$ cat src/rtl/clause_operand_builder.sv
// rtl/clause_operand_builder.sv - fetches a clause record and its literals' variable states into evaluator operand vectors
// Optional early-out on a satisfied literal: define SAT_SHORTCUT_EN.
module clause_operand_builder #(
  parameter int VAR_PER_CLAUSE = 5,
  parameter int VAR_IDX_W      = 8,
  parameter int CLAUSE_IDX_W   = 9
) (
  input  logic                                      clock,
  input  logic                                      reset,
  input  logic                                      req_valid,
  output logic                                      req_ready,
  input  logic [CLAUSE_IDX_W-1:0]                   req_clause_idx,
  output logic                                      cmem_rd_en,
  output logic [CLAUSE_IDX_W-1:0]                   cmem_addr,
  input  logic [VAR_PER_CLAUSE*(VAR_IDX_W+2)-1:0]   cmem_rd_data,
  output logic                                      vt_rd_en,
  output logic [VAR_IDX_W-1:0]                      vt_addr,
  input  logic                                      vt_rd_unassign,
  input  logic                                      vt_rd_val,
  output logic                                      out_valid,
  input  logic                                      out_ready,
  output logic [CLAUSE_IDX_W-1:0]                   out_clause_idx,
  output logic [VAR_PER_CLAUSE-1:0]                 unassign,
  output logic [VAR_PER_CLAUSE-1:0]                 clause_mask,
  output logic [VAR_PER_CLAUSE-1:0]                 val,
  output logic [VAR_PER_CLAUSE-1:0]                 clause_pole
);

  localparam int SLOT_BITS = VAR_IDX_W + 2;
  localparam int SLOT_W    = (VAR_PER_CLAUSE > 1) ? $clog2(VAR_PER_CLAUSE) : 1;

  localparam logic [2:0] IDLE       = 3'd0;
  localparam logic [2:0] CLAUSE_RD  = 3'd1;
  localparam logic [2:0] CLAUSE_CAP = 3'd2;
  localparam logic [2:0] VAR_RD     = 3'd3;
  localparam logic [2:0] DRAIN      = 3'd4;
  localparam logic [2:0] OUT        = 3'd5;

  logic [2:0]                state;
  logic [CLAUSE_IDX_W-1:0]   idx_q;
  logic [VAR_IDX_W-1:0]      var_idx_q [VAR_PER_CLAUSE];
  logic [VAR_PER_CLAUSE-1:0] rem_q;
  logic                      rsp_valid;
  logic [SLOT_W-1:0]         rsp_slot;

  logic [VAR_IDX_W-1:0]      cap_var [VAR_PER_CLAUSE];
  logic [VAR_PER_CLAUSE-1:0] cap_pole;
  logic [VAR_PER_CLAUSE-1:0] cap_mask;
  logic [VAR_PER_CLAUSE-1:0] issue_oh;
  logic [VAR_PER_CLAUSE-1:0] rem_next;
  logic [SLOT_W-1:0]         issue_slot;
  logic                      sat_hit;

  function automatic logic [SLOT_W-1:0] lowest_slot(input logic [VAR_PER_CLAUSE-1:0] m);
    logic [SLOT_W-1:0] r;
    r = '0;
    for (int i = VAR_PER_CLAUSE - 1; i >= 0; i--) begin
      if (m[i]) r = SLOT_W'(i);
    end
    return r;
  endfunction

  always_comb begin
    for (int i = 0; i < VAR_PER_CLAUSE; i++) begin
      cap_var[i]  = cmem_rd_data[i*SLOT_BITS +: VAR_IDX_W];
      cap_pole[i] = cmem_rd_data[i*SLOT_BITS + VAR_IDX_W];
      cap_mask[i] = cmem_rd_data[i*SLOT_BITS + VAR_IDX_W + 1];
    end
  end

  // rem_q holds the active slots not yet issued; the lowest one goes next.
  assign issue_oh   = rem_q & (~rem_q + 1'b1);
  assign rem_next   = rem_q & ~issue_oh;
  assign issue_slot = lowest_slot(rem_q);

`ifdef SAT_SHORTCUT_EN
  assign sat_hit = rsp_valid && !vt_rd_unassign && (vt_rd_val == clause_pole[rsp_slot]);
`else
  assign sat_hit = 1'b0;
`endif

  assign req_ready      = (state == IDLE);
  assign cmem_rd_en     = (state == CLAUSE_RD);
  assign cmem_addr      = (state == CLAUSE_RD) ? idx_q : '0;
  assign vt_rd_en       = (state == VAR_RD);
  assign vt_addr        = (state == VAR_RD) ? var_idx_q[issue_slot] : '0;
  assign out_valid      = (state == OUT);
  assign out_clause_idx = idx_q;

  always_ff @(posedge clock or negedge reset) begin
    if (!reset) begin
      state       <= IDLE;
      idx_q       <= '0;
      rem_q       <= '0;
      rsp_valid   <= 1'b0;
      rsp_slot    <= '0;
      unassign    <= '0;
      val         <= '0;
      clause_mask <= '0;
      clause_pole <= '0;
      for (int i = 0; i < VAR_PER_CLAUSE; i++) var_idx_q[i] <= '0;
    end else begin
      // A response arriving while still reading or draining belongs to rsp_slot.
      if (rsp_valid && (state == VAR_RD || state == DRAIN)) begin
        unassign[rsp_slot] <= vt_rd_unassign;
        val[rsp_slot]      <= vt_rd_val & ~vt_rd_unassign;
      end
      case (state)
        IDLE: begin
          if (req_valid) begin
            idx_q <= req_clause_idx;
            state <= CLAUSE_RD;
          end
        end
        CLAUSE_RD: state <= CLAUSE_CAP;
        CLAUSE_CAP: begin
          for (int i = 0; i < VAR_PER_CLAUSE; i++) var_idx_q[i] <= cap_var[i];
          clause_mask <= cap_mask;
          clause_pole <= cap_pole & cap_mask;
`ifdef SAT_SHORTCUT_EN
          // Slots skipped by an early exit must read as unassigned.
          unassign    <= cap_mask;
`else
          unassign    <= '0;
`endif
          val         <= '0;
          rem_q       <= cap_mask;
          rsp_valid   <= 1'b0;
          state       <= (cap_mask == '0) ? OUT : VAR_RD;
        end
        VAR_RD: begin
          rsp_valid <= 1'b1;
          rsp_slot  <= issue_slot;
          rem_q     <= rem_next;
          if (sat_hit) begin
            rsp_valid <= 1'b0;
            state     <= OUT;
          end else if (rem_next == '0) begin
            state <= DRAIN;
          end
        end
        DRAIN: begin
          rsp_valid <= 1'b0;
          state     <= OUT;
        end
        OUT: begin
          if (out_ready) state <= IDLE;
        end
        default: state <= IDLE;
      endcase
    end
  end

endmodule

$ cat config.mk
export PLATFORM = sky130hd
export DESIGN_NAME = clause_operand_builder
export DESIGN_NICKNAME = d
export VERILOG_FILES = /design/src/rtl/clause_operand_builder.sv
export SDC_FILE = /design/constraint.sdc
export NUM_CORES = 1
export LEC_CHECK = 0
export ABC_CLOCK_PERIOD_IN_PS = 4700
export BUFFER_PORTS_ARGS = -buffer_cell sky130_fd_sc_hd__buf_2
export CORE_ASPECT_RATIO = 0.5
export CORE_MARGIN = 3
export CORE_UTILIZATION = 40
export CTS_CLUSTER_DIAMETER = 120
export DETAILED_ROUTE_END_ITERATION = 8
export PLACE_DENSITY = 0.66
export SLEW_MARGIN = 25
export SYNTH_ARGS = -nofsm -noshare
export SYNTH_HDL_FRONTEND = slang
export SYNTH_SLANG_ARGS = --single-unit
$ cat constraint.sdc
create_clock -name clock -period 4.7 [get_ports clock]
set_input_delay 0.94 -clock clock [delete_from_list [all_inputs] [get_ports clock]]
set_output_delay 0.94 -clock clock [all_outputs]
set_load 0.05 [all_outputs]
==> impl.org <==
** Status
- Run status :: completed

** Routing
- In the routed layout, each cell is associated on average with a via count of 4.91.
- In this run the remaining antenna-violating nets after routing total 0.
- The routed layout has 3123 vias.
- In the routed design, unresolved DRC markers number 0.
- Routed wire length per instance :: 13.9 um
- DRC violation total after the first TritonRoute iteration :: 140
- The first detailed-routing pass ran for 4 iterations.
- After detailed routing, the total wire length is 8840 um.

** STA
- Subtracting the final worst setup slack from the clock period gives between 3 and 4 ns.
- At the pin with the least slew margin, the transition time is 0.720 ns.
- Based on the critical path, the design can be clocked at up to slightly below 300 MHz.
- Setup violations remaining at the end of the flow were counted as 0.
- Setup repair after global routing left no endpoint under its margin.
- In the post-route analysis, the smallest setup slack over all paths is 1.31 ns.
- In this run the tightest slew margin relative to its limit is 0.520.
- Pins Over Slew Limit :: 0
- Worst Skew :: roughly 0.0038 ns
- The number of hold-slack violations in the final timing report is 0.
- In the final timing run, aggregate negative setup slack is 0 ns.
- Of the available clock period, the critical path in the final layout requires 0.722.

** Final layout
- Commonest cells after routing, fill and taps aside :: sky130_fd_sc_hd__nand2_1 (153), sky130_fd_sc_hd__buf_2 (113), sky130_fd_sc_hd__dfrtp_1 (81), sky130_fd_sc_hd__o21ai_0 (20)
- Most common cell after layout, fill and taps aside :: sky130_fd_sc_hd__nand2_1
- Fraction of the core area covered by cells at the end of the flow :: 0.523
- Fraction of final layout cells with drive strength greater than 1 :: 0.289
- Nets@finish :: 582
- The area growth from synthesis to layout is 23.2%.
- Filler cell count in the final layout :: 890
- 0 antenna diodes ended up in the layout.
- Post-route standard cell area excluding fillers :: 0.00471 mm2

** Power and ir drop
- Power Internal :: about 1.9 mW
- Fraction of power spent switching nets :: 0.476
- The worst-case IR drop observed on VDD is 0.306 mV.
- For this design the total switching power over the nets is 1.77 mW.
- The share of total power dissipated in combinational logic is 0.484.
- Power density over the cells :: 788 mW/mm2
- The share of total power dissipated in sequential elements is 0.344.
- The analysis attributes to cell leakage a power of 2.42 nW.
- Clock share of power :: 0.173

** CTS
- Clk root buf :: sky130_fd_sc_hd__clkbuf_16
- Clock-pin slew on the worst setup and hold paths :: 0.05 ns
- Hold buffer count at CTS :: 0
- For the worst-skew pair, the clock arrives at the later sink with an insertion delay of 0.33 ns.
- Counting the buffers created by CTS gives 9.
- The clock tree synthesis step divided the H-tree into 3 levels.
- Clock tree sinks :: 81
- Post-CTS Repair Setup Buffers :: 0
- After clock tree synthesis, the repair step resized 0 gates.
- The clock passes through at most 2 buffers.
- Clock tree from TritonCTS :: yes

** Synth
- Cell types occupying the most area after synthesis :: sky130_fd_sc_hd__dfrtp_1 (53%), sky130_fd_sc_hd__nand2_1 (15%), sky130_fd_sc_hd__mux2_2 (2.7%)
- Async set-reset flop share out of synthesis :: 1.00
- Of the synthesized area, sequential elements account for 0.530.
- Of the post-synthesis cell area, the dominant cell type holds 0.530.
- Post-synth net total :: about 480
- Synth warn :: 0
- The average instance in the mapped netlist occupies 9.17 um2.
- Most used flip-flop cell after synthesis :: sky130_fd_sc_hd__dfrtp_1
- The synthesized design contains 0 enable-type register cells.
- In this run, synthesis produced a sequential element count of 81.
- Of all cell types, the one taking the most synthesized area is sky130_fd_sc_hd__dfrtp_1.
- The cell count after synthesis came out at approximately 420.
- The mapped netlist covers 0.00382 mm2.
- The synthesized netlist contains 46 unique library cells.

** Floorplanning
- The initial utilization of the core area, before any placement, comes to 0.424.
- Total number of placement rows :: 24
- The floorplan step defined a die boundary enclosing about 0.011 mm2.
- The die is 75.1 um tall.
- In this run the count of I/O pins placed on the die edge is 115.
- Floorplan core area :: roughly 0.009 mm2
- Die width :: 144 um

** Place
- Worst Setup Slack post-DPL :: between 1.5 and 2 ns
- Global placement routability congestion :: 0.798
- The count of buffers added on input and output ports is 114.
- DP Wirelength :: 6370 um
- Summing all placed instances gives a cell area of 0.00444 mm2.

** Critical path
- Critical path data arrival time :: 2.45 ns
- Maximum net fanout on the critical path :: 16
- Data on the critical path is required at its endpoint by between 3 and 4 ns.
- STA classifies the critical path startpoint as a flop.
- Critical path class :: reg -> out
- STA classifies the critical path endpoint as an output port.

** GRT
- Number of global-route vias before repair :: 2943
- Largest net degree at the start of global routing :: 82
- First-pass GRT wire length :: between 10000 and 15000 um
- The initial antenna violation count came to 0.
- Across every metal layer, demand over resource in global routing totals 0.170.
- The total overflow left after global routing is 0.

** Run
- Reported max-cap violation count :: 0

** Worst hold path
- Min-Delay Path Class :: reg -> reg
metal layers:
layer / vias up / part of all wire / GRT usage
met4: 0 / 0.011 / 0.0538
li1: 1588 / - / -
met2: 84 / 0.47 / 0.270
met5: - / 0 / 0
met1: 1442 / 0.46 / 0.229
met3: 9 / 0.064 / 0.0514
power groups by stage:
stage               logic [mW]  clock network, mW  registers, mW
finish                    1.80              0.641           1.28
global route              1.98              0.692           1.32
CTS                       1.82              0.657           1.28
detailed placement        1.81                  0           1.28
global placement          1.77                  0           1.28
floorplan                 1.18                  0           1.49
path summary, 6_finish.rpt:
path	startpoint	end	slack, ns	cells after the start
max in group asynchronous	reset	var_idx_q[39]	3.56	1
min in group asynchronous	reset	unassign[3]	0.64	1
hold reg to reg	clause_pole[4]	clause_pole[4]	0.46	2
setup / recovery	rem_q[1]	vt_addr[7]	1.31	5
hold / removal	clause_pole[4]	clause_pole[4]	0.46	2
setup reg to reg	state[0]	val[1]	2.49	5
cells in the mapped netlist, types with 4 or more instances:
master                       n
sky130_fd_sc_hd__buf_4       6
sky130_fd_sc_hd__inv_1      11
sky130_fd_sc_hd__and2_1     11
sky130_fd_sc_hd__dfrtp_1    81
sky130_fd_sc_hd__nor2_1      9
sky130_fd_sc_hd__a21oi_1    10
sky130_fd_sc_hd__nand3_1    13
sky130_fd_sc_hd__buf_2      12
sky130_fd_sc_hd__o22ai_1    13
sky130_fd_sc_hd__o21ai_0    20
sky130_fd_sc_hd__a211oi_1    4
sky130_fd_sc_hd__mux2i_1     8
sky130_fd_sc_hd__nand2_1   153
sky130_fd_sc_hd__a21o_1      7
sky130_fd_sc_hd__mux2_2      9
sky130_fd_sc_hd__clkbuf_1    5
kinds of logic after synthesis:
logic type,after synthesis,share of synthesized area
simple gates,206,0.249
flops,81,0.530
buf+inv,39,0.0501
fa+ha+maj,1,0.00262
mux,17,0.0474
compound gates,73,0.121
worst max-delay path, cell delays in order, from the launching register on:
cell and delay (ns):
sky130_fd_sc_hd__dfrtp_1 0.57, sky130_fd_sc_hd__nor4_2 0.37, sky130_fd_sc_hd__and2_1 0.42, sky130_fd_sc_hd__a211oi_1 0.14
sky130_fd_sc_hd__a211oi_1 0.29, sky130_fd_sc_hd__buf_2 0.33
metrics by stage:
| step | power, mW | instances | hold WS, ns |
|---|---|---|---|
| 2_1_floorplan | 2.68 | 417 | 0.445 |
| 3_3_place_gp | 3.04 | 622 | 0.445 |
| 3_5_place_dp | 3.09 | 623 | 0.451 |
| 4_1_cts | 3.75 | 636 | 0.463 |
| 5_1_grt | 4.00 | 636 | 0.488 |
| 6_report | 3.71 | 636 | 0.460 |
state kept, by name, indices dropped and copies added, names as in the netlist:
name,cells
out_clause_idx,9
clause_mask,5
unassign,5
val,5
rem_q,5
rsp_slot,3
var_idx_q,40
clause_pole,5
rsp_valid,1
state,3
area by class of cell:
class | instances | area [um2] | share of cell area
clock buffer | 13 | 270 | 0.0574
tap | 117 | 146 | 0.0311
timing repair buffer | 115 | 604 | 0.128
sequential | 81 | 2030 | 0.430
inverter | 13 | 48.8 | 0.0104
multi-input combinational | 297 | 1620 | 0.343
(Power assumes the default switching activity.)
